$ cat src/rtl/lc3b_types.sv
// Shared LC-3b word type plus the constants and types used by the performance
// counter bank and its memory-mapped window.
package lc3b_types;

  typedef logic [15:0] lc3b_word;

  // Selects one of the eight counters in the window.
  typedef logic [2:0] perf_ctr_idx;

  localparam int       PERF_NUM_CTRS  = 8;
  localparam lc3b_word PERF_CTRL_ADDR = 16'hFFF7;
  localparam lc3b_word PERF_CTR_BASE  = 16'hFFF8;

  typedef enum logic {
    PW_IDLE,
    PW_RESP
  } perf_wr_state;

endpackage

$ cat src/rtl/sat_counter.sv
// Saturating up-counter with clear, hold and increment controls.
// Clear beats hold, and hold beats increment.
module sat_counter #(
  parameter int WIDTH = 16
) (
  input  logic             clk,
  input  logic             rst_n,
  input  logic             clr,
  input  logic             hold,
  input  logic             inc,
  output logic [WIDTH-1:0] count
);

  localparam logic [WIDTH-1:0] ONE = WIDTH'(1);

  logic [WIDTH-1:0] r_count;

  // NOTE: sequential state uses non-blocking (<=) so every flop samples pre-edge values.
  always_ff @(posedge clk or negedge rst_n) begin
    if (!rst_n) begin
      r_count <= '0;
    end else if (clr) begin
      r_count <= '0;
    end else if (!hold && inc && (r_count != '1)) begin
      // All-ones is tested before the add, so the sum can never carry out.
      r_count <= r_count + ONE;
    end
  end

  assign count = r_count;

endmodule

$ cat src/rtl/perf_counter_bank.sv
// Eight saturating event counters with a write-side decoder that clears single
// counters, clears all counters, or freezes counting.
module perf_counter_bank
  import lc3b_types::*;
#(
  parameter int       WIDTH     = 16,
  parameter lc3b_word CTRL_ADDR = PERF_CTRL_ADDR,
  parameter lc3b_word CTR_BASE  = PERF_CTR_BASE
) (
  input  logic             clk,
  input  logic             rst_n,
  input  logic             write,
  input  logic [15:0]      address,
  input  logic [15:0]      wdata,
  output logic             write_resp,
  output logic             claimed,
  input  logic             icache_hit,
  input  logic             icache_miss,
  input  logic             dcache_hit,
  input  logic             dcache_miss,
  input  logic             l2_hit,
  input  logic             l2_miss,
  input  logic             br,
  input  logic             br_mispredict,
  output logic [WIDTH-1:0] icache_hit_count,
  output logic [WIDTH-1:0] icache_miss_count,
  output logic [WIDTH-1:0] dcache_hit_count,
  output logic [WIDTH-1:0] dcache_miss_count,
  output logic [WIDTH-1:0] l2_hit_count,
  output logic [WIDTH-1:0] l2_miss_count,
  output logic [WIDTH-1:0] br_count,
  output logic [WIDTH-1:0] br_mispredict_count,
  output logic             frozen
);

  perf_wr_state r_state;
  perf_wr_state w_next_state;
  logic         r_frozen;

  lc3b_word                 w_offset;
  perf_ctr_idx              w_idx;
  logic                     w_in_window;
  logic                     w_is_ctrl;
  logic                     w_act;
  logic                     w_clr_all;
  logic [PERF_NUM_CTRS-1:0] w_clr_one;
  logic [PERF_NUM_CTRS-1:0] w_events;
  logic [WIDTH-1:0]         w_counts [PERF_NUM_CTRS];
  logic                     w_unused;

  // Subtracting the base lets one compare cover the window wherever it sits.
  assign w_offset    = address - CTR_BASE;
  assign w_idx       = w_offset[2:0];
  assign w_in_window = (w_offset[15:3] == '0);
  assign w_is_ctrl   = (address == CTRL_ADDR);
  assign claimed     = write && (w_is_ctrl || w_in_window);

  // Only the first claimed cycle acts; the response cycle is inert.
  assign w_act     = claimed && (r_state == PW_IDLE);
  assign w_clr_all = w_act && w_is_ctrl && wdata[1];
  assign w_unused  = ^wdata[15:2];

  always_comb begin
    // NOTE: default first so no path leaves the signal unassigned (no latch).
    w_clr_one = '0;
    if (w_act && w_in_window) begin
      w_clr_one[w_idx] = 1'b1;
    end
  end

  always_comb begin
    w_next_state = r_state;
    case (r_state)
      PW_IDLE: if (claimed) w_next_state = PW_RESP;
      PW_RESP: w_next_state = PW_IDLE;
      default: w_next_state = PW_IDLE;
    endcase
  end

  always_ff @(posedge clk or negedge rst_n) begin
    if (!rst_n) begin
      r_state  <= PW_IDLE;
      r_frozen <= 1'b0;
    end else begin
      r_state <= w_next_state;
      if (w_act && w_is_ctrl) begin
        r_frozen <= wdata[0];
      end
    end
  end

  assign write_resp = (r_state == PW_RESP);
  assign frozen     = r_frozen;

  assign w_events = {br_mispredict, br, l2_miss, l2_hit,
                     dcache_miss, dcache_hit, icache_miss, icache_hit};

  for (genvar g = 0; g < PERF_NUM_CTRS; g++) begin : g_ctr
    sat_counter #(.WIDTH(WIDTH)) u_ctr (
      .clk   (clk),
      .rst_n (rst_n),
      .clr   (w_clr_all || w_clr_one[g]),
      .hold  (r_frozen),
      .inc   (w_events[g]),
      .count (w_counts[g])
    );
  end

  assign icache_hit_count    = w_counts[0];
  assign icache_miss_count   = w_counts[1];
  assign dcache_hit_count    = w_counts[2];
  assign dcache_miss_count   = w_counts[3];
  assign l2_hit_count        = w_counts[4];
  assign l2_miss_count       = w_counts[5];
  assign br_count            = w_counts[6];
  assign br_mispredict_count = w_counts[7];

endmodule

$ cat config.mk
export PLATFORM = sky130hd
export DESIGN_NAME = perf_counter_bank
export DESIGN_NICKNAME = d
export VERILOG_FILES = /design/src/rtl/lc3b_types.sv /design/src/rtl/sat_counter.sv /design/src/rtl/perf_counter_bank.sv
export SDC_FILE = /design/constraint.sdc
export NUM_CORES = 1
export LEC_CHECK = 0
export CAP_MARGIN = 20
export CORE_MARGIN = 4
export CORE_UTILIZATION = 48
export CTS_CLUSTER_SIZE = 24
export DETAILED_ROUTE_END_ITERATION = 12
export GPL_ROUTABILITY_DRIVEN = 0
export PLACE_DENSITY = 0.76
export SETUP_SLACK_MARGIN = 0.02
export SLEW_MARGIN = 10
export SYNTH_ARGS = -nofsm -noshare
export SYNTH_HDL_FRONTEND = slang
export SYNTH_HIERARCHICAL = 1
export SYNTH_SLANG_ARGS = --single-unit
$ cat constraint.sdc
create_clock -name clk -period 2.2 [get_ports clk]
set_input_delay 0.33 -clock clk [delete_from_list [all_inputs] [get_ports clk]]
set_output_delay 0.33 -clock clk [all_outputs]
set_load 0.05 [all_outputs]
Word level (Yosys, flattened, before mapping)
Index checks and enable logic that the tools add are counted.
{"block": "word_totals", "reg_bits": 130, "in_bits": 43, "word_cells": 93}
{"block": "classes", "n_lt_le_gt_ge": 2, "eq_ne": 9, "reduce_logical": 41, "n_addsub": 9, "mux": 21, "bitwise": 1}
{"cell": "$mux 16", "n": 16}
{"cell": "$add 16x1->16 const B", "n": 8}
{"cell": "$ne 16x16->1 const B", "n": 8}
{"cell": "$logic_and 1x1->1", "n": 22}
{"cell": "$eq 16x16->1 const B", "n": 1}
{"cell": "$reduce_bool 2->1", "n": 8}
{"cell": "$sub 16x16->16 const B", "n": 1}
{"cell": "$logic_not 13->1", "n": 1}
{"cell": "$logic_or 1x1->1", "n": 9}
{"cell": "$mux 8", "n": 1}
{"cell": "$lt 3x4->1 const B", "n": 1}
{"cell": "$demux 1 s3", "n": 1}
{"cell": "$ge 3x1->1 const B", "n": 1}
{"cell": "$mux 1", "n": 2}
{"cell": "$pmux 1 s2", "n": 1}
{"cell": "$logic_not 1->1", "n": 1}
{"cell": "$not 1->1", "n": 1}

Depth between registers and ports, before layout
Gate-level depths: netlist (run 1).
{"block": "depth", "word_depth": 9, "depth_mapped": 7}

Hierarchy
The synthesis (run 1) kept the hierarchy.
{"mod": "sat_counter", "seq_area_each_um2": 400.4, "cells_each": 103, "area_each_um2": 978.4, "n_inst": 8}
{"mod": "perf_counter_bank", "seq_area_each_um2": 50.0, "cells_each": 36, "area_each_um2": 269.0, "n_inst": 1}

Worst setup path before layout (run 1)
OpenSTA, ideal clock, no wires.
{"block": "synth_path", "path_kind": "in2out", "startpoint": "input port address[15]", "endpoint": "output port claimed", "t_required_ns": 1.870, "stages": 4, "t_arrival_ns": 2.114, "slack_ns": -0.244, "path_cell_list": "nand4_1 or3_4 buf_6 nor3b_1"}
{"block": "synth_via", "elab_chain_cells": 4}
{"item": "start, declared", "line": "perf_counter_bank.sv:13", "rtl": "input logic [15:0] address,"}
{"item": "$sub 16x16->16", "line": "perf_counter_bank.sv:52", "rtl": "assign w_offset = address - CTR_BASE;"}
{"item": "$logic_not 13->1", "line": "perf_counter_bank.sv:54", "rtl": "assign w_in_window = (w_offset[15:3] == '0);"}
{"item": "$logic_or 1x1->1 (*)", "line": "perf_counter_bank.sv:56", "rtl": "assign claimed = write && (w_is_ctrl || w_in_window);"}
{"item": "$logic_and 1x1->1 (*)", "line": "perf_counter_bank.sv:56"}
{"item": "end, declared", "line": "perf_counter_bank.sv:16", "rtl": "output logic claimed,"}
Mark *: on every way between the ends. The rest lies on a longest branch, timed or not.

Worst setup path after layout (run 1)
{"block": "layout_path", "startpoint": "register g_ctr[0].u_ctr.r_count[4]", "endpoint": "output port icache_hit_count[4]"}
{"item": "start, declared", "line": "sat_counter.sv:16", "rtl": "logic [WIDTH-1:0] r_count;"}
{"item": "start signal, assigned", "line": "sat_counter.sv:26", "rtl": "r_count <= r_count + ONE;"}
{"item": "end, declared", "line": "perf_counter_bank.sv:25", "rtl": "output logic [WIDTH-1:0] icache_hit_count,"}
No word-level cell between the ends.

==> results of run 1 <==
==> cell usage after synthesis (11+ instances only) <==
cell / instances
nand2_1: 61
nor4_1: 32
o31ai_1: 40
nor3b_1: 11
nand4_1: 35
mux2_2: 32
dfrtp_1: 130
and3_1: 24
or4_1: 16
nor2b_1: 41
nand3_1: 28
clkbuf_8: 16
a21oi_1: 72
nor3_1: 18
nor2_1: 72
or3_1: 40
o21ai_0: 24
==> worst paths after layout <==
| check | start | end | slack (ns) | cells past startpoint |
|---|---|---|---|---|
| max in group asynchronous | rst_n | g_ctr[5].u_ctr/count[2]$_DFFE_PN0P_ | 1.13 | 3 |
| worst max-delay path | g_ctr[0].u_ctr/count[4]$_DFFE_PN0P_ | icache_hit_count[4] | 0.08 | 1 |
| min in group clk | wdata[0] | frozen$_DFFE_PN0P_ | 0.54 | 2 |
| worst max register to register | frozen$_DFFE_PN0P_ | g_ctr[5].u_ctr/count[11]$_DFFE_PN0P_ | 0.21 | 6 |
| worst min register to register | g_ctr[0].u_ctr/count[0]$_DFFE_PN0P_ | g_ctr[0].u_ctr/count[0]$_DFFE_PN0P_ | 0.60 | 2 |
| worst min-delay path | rst_n | g_ctr[4].u_ctr/count[10]$_DFFE_PN0P_ | 0.42 | 2 |
==> cell usage in the layout (no fill, tap or decap), types with 9 or more instances in the layout <==
master             n
clkdlybuf4s50_1  156
dfrtp_1          130
a21oi_1           72
nor2_1            72
buf_4             62
nand2_1           61
nor2b_1           41
or3_1             40
o31ai_1           40
nand4_1           35
nor4_1            32
mux2_2            32
nand3_1           28
o21ai_0           24
and3_1            24
nor3_1            18
clkbuf_16         17
or4_1             16
nor3b_1           10
nand2b_1           9
a31oi_1            9
==> logic make-up (layout without fill, tap and decap cells) <==
kind of cell | count (synthesis) | in the layout | share of synthesized area
mux | 41 | 41 | 0.0563
xor+xnor | 8 | 8 | 0.00865
flops | 130 | 130 | 0.402
compound gates | 193 | 193 | 0.153
buf+inv | 41 | 264 | 0.0410
simple gates | 439 | 439 | 0.327
fa+ha+maj | 8 | 8 | 0.0124
==> metal layers <==
metal / vias to the layer above / global-route usage / part of all wire
met3: 15 / 0.0464 / 0.050
met4: 0 / 0.0565 / 0.0093
li1: 3751 / - / -
met1: 3746 / 0.301 / 0.45
met5: - / 0 / 0
met2: 194 / 0.374 / 0.49
==> power by group through the flow <==
stage / Clock [mW] / Sequential (mW) / Combinational [mW]
2_1_floorplan: 0 / 4.98 / 0.977
3_3_place_gp: 0 / 3.63 / 3.70
3_5_place_dp: 0 / 3.65 / 3.76
4_1_cts: 3.12 / 3.62 / 3.78
5_1_grt: 3.20 / 3.74 / 4.02
6_report: 3.06 / 3.64 / 3.76
==> layout make-up <==
class	instances	area share
multi-input cells	689	0.416
flip-flops and latches	130	0.300
repair buffers	225	0.198
clock buffers	22	0.0446
well taps	220	0.0253
clock inverters	9	0.0141
inverters	8	0.00276
==> flip-flops by register name (all words and copies together), names as in the netlist <==
register           count
g_ctr.u_ctr/count    128
write_resp             1
frozen                 1
==> what timing repair did <==
action / in CTS / in global routing
hold buffers: 1 / 0
hold endpoints to repair: 44 / 0
gates resized for setup: 0 / 0
==> results.md, run 1 <==
- Final setup fails: 0
- Inserted Clock Buffers: 17
- Total Power: 10.5 mW
- Vias post-DR: 7706
- Worst hold slack: between 0.4 and 0.5 ns
- Vert. Die Dim: 138 microns
- Reg clk slew, reported paths: 0.06 ns
- Asr flop ratio synth: 1.00
- Switching power: 4.26 mW
- Leakage: ~4.3 nW
- Final Skew: approximately 0.009 ns
- Core area: 16600 sq um
- DR iter-0 viols: approximately 430
- Final worst slack: 0.0820 ns
- Final Net Count: approximately 1100
- Seq/Total Area, Yosys: 0.402
- Fin util: 0.655
- CTS H-tree depth: 4
- Syn Nets: approximately 910
- FF/Latch Area: 3250 sq um
- Period Utilization, post-route: 0.963
- Comb pwr share: 0.359
- Antenna violations before repair: 0
- Crit-path cells: clkdlybuf4s50_1
- Overall routing resource usage: 0.225
- Via/cell ratio: 5.91
- Vias in the first global route: between 7000 and 8000
- Worst IR Drop VDD: 846 uV
- Total gr overflow: 0
- Row count: 47
- Clock Sink Count: 130
- Synth top area share: 0.402
- Maximum clock rate: 472 MHz
- Crit-path max FO: 8
- Minimum clock period: 2.12 ns
- IO buf count: 159
- YS warnings: 6
- Min-Delay Path Class: in2async
- Die ar.: about 19000 sq um
- DRT Pass-1 Iters: 5
- Initial core utilization: 0.488
- CP max stage cell: clkdlybuf4s50_1
- Buf/Inv on CP: 1
- Most area-hungry cell type in the Yosys netlist: dfrtp_1
- Yosys reg bits: 130
- Layout cells sized above 1: 0.146
- Seq pwr share: 0.348
- Global-route wire length before repair: 35.1 mm
- Fin. max-slew vios: 0
- Diode count: 0
- Switch share: 0.407
- Worst slack, placed: -0.0834 ns
- Power Dens Cells: just under 1000 nW/um^2
- Pint: 6.20 mW
- Post-Syn Area: 8100 sq um
- Area after DPL: 10200 sq um
- TNS Setup: 0 ns
- Area of the multi-input gates: ~4500 sq um
- Antenna viol nets, final: 0
- Worst EP required: 1.87 ns
- Crit end category: output port
- Cell family with most CP delay: buffers and inverters
- Final hold violations: 0
- Largest net degree at the start of global routing: 48
- DP Wirelength: 15.0 mm
- RSZ-0062 raised after global routing: no
- Clock Power Share: 0.293
- Gate Count Post-Synth: 860
- Post-Route WL: 21.1 mm
- Area growth syn-to-layout: 34.1%
- Max cap viols: 0
- Post-CTS Setup Inserts: 0
- Post-Layout Cell Count: 1303
- Placed insts: 1271
- Synth top area cells: dfrtp_1, a21oi_1, mux2_2, o31ai_1, nor2_1
- Worst-margin pin slew: between 0.5 and 0.6 ns
- WP data arrival: 1.79 ns
- Fill cells: 1363
- Relative slew margins: 0.605
- Die W: 138 microns
- Synth cell types: 43
- Root Driver: clkbuf_16
- CP peak stage delay: 0.90 ns
- TritonCTS clock tree: done
- Finished Cell Area: 10900 sq um
- Longest Clk Path Bufs: 2
- CP Class: reg2out
- I/O pin cnt: around 170
- EDFF count, synth: 0
- WL per Instance: 16.2 microns
- Outcome: finished clean
- Post-synth top flop: dfrtp_1
- # DRC: 0
- Setup crit start kind: register
- Clk_lat worst skew: about 0.41 ns
- Post-Syn Area per Cell: 9.41 sq um
(Power assumes the default switching activity.)
==> inputs of run 2 (changes only) <==
- CORE_MARGIN: 4 -> 2
- clock period: 2.2 -> 2.6 ns (I/O delays scaled with it)
==> run 2 against run 1 <==
Setup slack better by 0.15 ns. Utilization down 1.4 points. Clock skew up 0.0016 ns. Final cell count down 3.0%. Critical path type is now in2out. Clock-buffer cell count down 3. Critical path depth up 4. Non-clock buffer count down 40. Sequential power down 16%. Sequential cell count unchanged. Combinational power down 16%. Power down 17%. Routed wire length down 5.0%.
==> results.md, run 2 (same netlist as run 1, synthesis figures left out) <==
- Total Power: 8.65 mW
- # DRC: 0
- DRT Pass-1 Iters: 5
- Vert. Die Dim: 134 microns
- Worst slack, placed: 0.0641 ns
- Area growth syn-to-layout: 30.7%
- TritonCTS clock tree: done
- Post-CTS Setup Inserts: 0
- RSZ-0062 raised after global routing: no
- Core area: roughly 17000 sq um
- DR iter-0 viols: a little over 500
- Final Skew: 0.0107 ns
- Worst R2R Path Depth: 7
- Final Net Count: 1082
- Placed insts: 1231
- Final hold violations: 0
- Minimum clock period: 2.36 ns
- Outcome: finished clean
- Maximum clock rate: ~420 MHz
- Crit end category: output port
- Inserted Clock Buffers: 17
- Area of the multi-input gates: 4510 sq um
- CP peak stage delay: 0.47 ns
- Row count: 47
- WP data arrival: approximately 2.0 ns
- Commonest cells after routing, fill and taps aside: clkdlybuf4s50_1, dfrtp_1, a21oi_1, nor2_1, nand2_1
- Post-Route WL: between 20 and 25 mm
- Power Dens Cells: 817 nW/um^2
- Vias post-DR: roughly 7500
- Worst setup endpoint: claimed
- Clock Sink Count: 130
- Worst Setup SP: address[10]
- Cell family with most CP delay: simple AND/OR/NAND/NOR gates
- Max cap viols: 0
- Diode count: 0
- Crit-path max FO: 11
- Critical path depth in cells: 5
- Worst hold slack: 0.428 ns
- Worst-margin pin slew: 0.603 ns
- Global-route wire length before repair: 33.5 mm
- Leakage: 4.08 nW
- IO buf count: 159
- Max reg flops: approximately 130
- Initial core utilization: 0.490
- Fin. max-slew vios: 0
- Worst reg-to-reg setup slack: 0.61 ns
- Vias in the first global route: 6873
- WL per Instance: between 15 and 20 microns
- Overall routing resource usage: 0.226
- Antenna viol nets, final: 0
- Total gr overflow: 0
- Worst reg2reg path endpoint: g_ctr[7].u_ctr/count[9]$_DFFE_PN0P_
- Die W: 134 microns
- Fill cells: 1374
- Die ar.: between 15000 and 20000 sq um
- Setup crit start kind: primary input
- Min-Delay Path Class: in2async
- Antenna violations before repair: 0
- CP max stage cell: or3_4
- Longest Clk Path Bufs: 2
- Via/cell ratio: 5.95
- Clk_lat worst skew: between 0.4 and 0.5 ns
- Layout cells sized above 1: 0.113
- Worst IR Drop VDD: ~960 uV
- Buf/Inv on CP: 2
- Most common cell after layout, fill and taps aside: clkdlybuf4s50_1
- Final setup fails: 0
- TNS Setup: 0 ns
- CP Class: in2out
- Reg clk slew, reported paths: 0.06 ns
- I/O pin cnt: between 150 and 200
- Period Utilization, post-route: 0.910
- Final worst slack: between 0.2 and 0.25 ns
- Root Driver: clkbuf_16
- Crit-path cells: clkdlybuf4s50_1 -> nand4_1 -> or3_4 -> nor3b_1 -> buf_12
- Largest net degree at the start of global routing: 64
- Reg2reg start: write_resp$_DFF_PN0_
- CTS H-tree depth: 4
- Relative slew margins: 0.594
- Post-Layout Cell Count: 1264
- Worst EP required: between 2 and 2.5 ns
- DP Wirelength: 13.9 mm
- FF/Latch Area: 3250 sq um
-- run 2: cell count changes in the layout (fill, tap and decap cells not counted) --
cell        change
buf_12          +5
buf_4          -45
bufinv_16       -1
clkbuf_8        -3
clkinv_2        +1
clkinv_4        +3
clkinvlp_4      +1
nor3b_1         +1
nor3b_2         -1
-- run 2: where the power goes --
group | leakage (nW) | switching (mW) | internal (mW)
logic | 2.08 | 2.01 | 1.14
clock network | 0.285 | 0.899 | 1.53
registers | 1.71 | 0.680 | 2.39
-- run 2: worst min-delay path by stage --
stage,endpoint,slack [ns],cells after the start
2_1_floorplan,frozen$_DFFE_PN0P_,0.09,0
3_3_place_gp,g_ctr[1].u_ctr/count[0]$_DFFE_PN0P_,0.31,1
3_5_place_dp,g_ctr[1].u_ctr/count[0]$_DFFE_PN0P_,0.31,1
4_1_cts,g_ctr[1].u_ctr/count[0]$_DFFE_PN0P_,0.42,2
5_1_grt,g_ctr[1].u_ctr/count[0]$_DFFE_PN0P_,0.44,2
6_report,g_ctr[1].u_ctr/count[0]$_DFFE_PN0P_,0.43,2
-- run 2: per-stage QoR --
stage | utilization | instance area, sq um
5_1_grt | 0.641 | 10600
3_3_place_gp | 0.603 | 9970
6_report | 0.641 | 10600
4_1_cts | 0.641 | 10600
3_5_place_dp | 0.603 | 9970
2_1_floorplan | - | 8100
-- run 2: repair_timing --
item	4_1_cts	5_1_grt
hold buffers	1	0
gates resized for setup	0	0
hold endpoints to repair	33	0
-- run 2: metal layers --
metal  vias to the layer above  track usage  share of wire
li1                       3663            -              -
met1                      3641        0.304           0.45
met2                       204        0.360           0.47
met3                        19       0.0590          0.060
met4                         0       0.0662          0.013
met5                         -            0              0
-- run 2: layout make-up --
cell class / count / area share
inverters: 8 / 0.00284
flip-flops and latches: 130 / 0.307
multi-input cells: 689 / 0.426
well taps: 220 / 0.0260
clock inverters: 13 / 0.0152
clock buffers: 19 / 0.0418
repair buffers: 185 / 0.180
==> inputs of run 3 (changes only) <==
- ABC_CLOCK_PERIOD_IN_PS: unset -> 2600
- MAX_ROUTING_LAYER: unset -> met4
==> run 3 against run 2 <==
Global-route usage grew 0.68 points. Sequential cell count unchanged. Clock-buffer cell count unchanged. Clock power hardly changed. Final cell count unchanged. Via count is 0.33% lower.
==> results.md, run 3 (same netlist as run 1, synthesis figures left out) <==
- TritonCTS clock tree: done
- Min-Delay Path Class: in2async
- DP Wirelength: 13.9 mm
- Worst hold slack: roughly 0.43 ns
- Max cap viols: 0
- Final setup fails: 0
- Core area: 16500 sq um
- Commonest cells after routing, fill and taps aside: clkdlybuf4s50_1, dfrtp_1, a21oi_1, nor2_1, nand2_1
- Total gr overflow: 0
- Final hold violations: 0
- Crit end category: output port
- Clk_lat worst skew: between 0.4 and 0.5 ns
- Outcome: finished clean
- Initial core utilization: 0.490
- Vert. Die Dim: 134 microns
- Crit-path max FO: 11
- Period Utilization, post-route: 0.910
- Root Driver: clkbuf_16
- Vias in the first global route: 6877
- WL per Instance: 15.8 microns
- Diode count: 0
- Worst EP required: 2.21 ns
- Post-Route WL: around 20 mm
- Row count: 47
- Vias post-DR: approximately 7500
- Minimum clock period: 2.36 ns
- Longest Clk Path Bufs: 2
- FF/Latch Area: 3250 sq um
- Overall routing resource usage: 0.233
- RSZ-0062 raised after global routing: no
- Antenna violations before repair: 0
- CP peak stage delay: 0.47 ns
- Worst IR Drop VDD: 958 uV
- Worst Setup SP: address[10]
- Crit-path cells: clkdlybuf4s50_1 -> nand4_1 -> or3_4 -> nor3b_1 -> buf_12
- Seq pwr share: 0.355
- Fin. max-slew vios: 0
- Worst-margin pin slew: 0.589 ns
- Area growth syn-to-layout: 30.7%
- Most common cell after layout, fill and taps aside: clkdlybuf4s50_1
- Clock Sink Count: 130
- Switching power: 3.58 mW
- Antenna viol nets, final: 0
- I/O pin cnt: 174
- Global-route wire length before repair: 33.5 mm
- Fill cells: 1374
- Via/cell ratio: 5.94
- Reg2reg start: write_resp$_DFF_PN0_
- IO buf count: 159
- # DRC: 0
- Layout cells sized above 1: 0.113
- Max reg flops: 128
- Inserted Clock Buffers: 17
- TNS Setup: 0 ns
- Clock Power Share: 0.281
- Final Net Count: 1082
- Die W: approximately 130 microns
- Comb pwr share: 0.364
- CP max stage cell: or3_4
- CTS H-tree depth: 4
- Power Dens Cells: 817 nW/um^2
- Post-Layout Cell Count: 1264
- Placed insts: 1231
- Final Skew: 0.00912 ns
- Area of the multi-input gates: 4510 sq um
- DR iter-0 viols: roughly 520
- Setup crit start kind: primary input
- Die ar.: around 18000 sq um
- Leakage: approximately 4.1 nW
- Post-cts sizing count: 0
- Largest net degree at the start of global routing: 64
- CP Class: in2out
- Maximum clock rate: 423 MHz
- WP data arrival: approximately 2.0 ns
- Reg clk slew, reported paths: 0.06 ns
- DRT Pass-1 Iters: 5
- Relative slew margins: 0.604
- Pint: 5.06 mW
- Switch share: 0.414
- Total Power: 8.65 mW
## run 3: metrics by stage
step / util / area, sq um / setup WS (ns)
finish: 0.641 / 10600 / 0.235
global route: 0.641 / 10600 / 0.157
CTS: 0.641 / 10600 / 0.228
detailed placement: 0.603 / 9970 / 0.0641
global placement: 0.603 / 9970 / 0.130
floorplan: - / 8100 / 0.0357
## run 3: repair_timing
item                                   CTS  global route
buffers inserted                         0             0
endpoints found under the hold margin   33             0
hold buffers                             1             0
## run 3: worst paths after layout
kind                                                         to  slack, ns  cells after the start
min in group clk           g_ctr[0].u_ctr/count[14]$_DFFE_PN0P_       0.59                      2
setup / recovery                                        claimed       0.24                      5
hold reg to reg            g_ctr[0].u_ctr/count[14]$_DFFE_PN0P_       0.59                      2
max in group asynchronous  g_ctr[4].u_ctr/count[13]$_DFFE_PN0P_       1.40                      3
hold / removal              g_ctr[1].u_ctr/count[0]$_DFFE_PN0P_       0.43                      2
setup reg to reg            g_ctr[7].u_ctr/count[9]$_DFFE_PN0P_       0.60                      7
## run 3: layout make-up
| type | instances | share of cell area |
|---|---|---|
| Clock inverter | 13 | 0.0152 |
| Timing Repair Buffer | 185 | 0.180 |
| Tap cell | 220 | 0.0260 |
| Clock buffer | 19 | 0.0418 |
| Inverter | 8 | 0.00284 |
| Sequential cell | 130 | 0.307 |
| Multi-Input combinational cell | 689 | 0.426 |
## run 3: power by group through the flow
stage / sequential, mW / combinational [mW] / clock, mW
after floorplan: 4.22 / 0.826 / 0
after global placement: 3.08 / 3.11 / 0
after detailed placement: 3.08 / 3.15 / 0
after CTS: 3.06 / 3.16 / 2.50
after global routing: 3.16 / 3.34 / 2.59
final: 3.07 / 3.15 / 2.43
## run 3: routing by layer
layer / GRT usage / vias up / part of all wire
met5: - / - / 0
met4: 0.0644 / 0 / 0.013
met3: 0.0593 / 16 / 0.059
met2: 0.360 / 205 / 0.47
met1: 0.305 / 3612 / 0.46
li1: - / 3669 / -
## run 3: worst max-delay path, delay by kind of cell
family                 cells  cell delay, ns
buffers and inverters      2            0.65
AND/OR/NAND/NOR            3            0.92
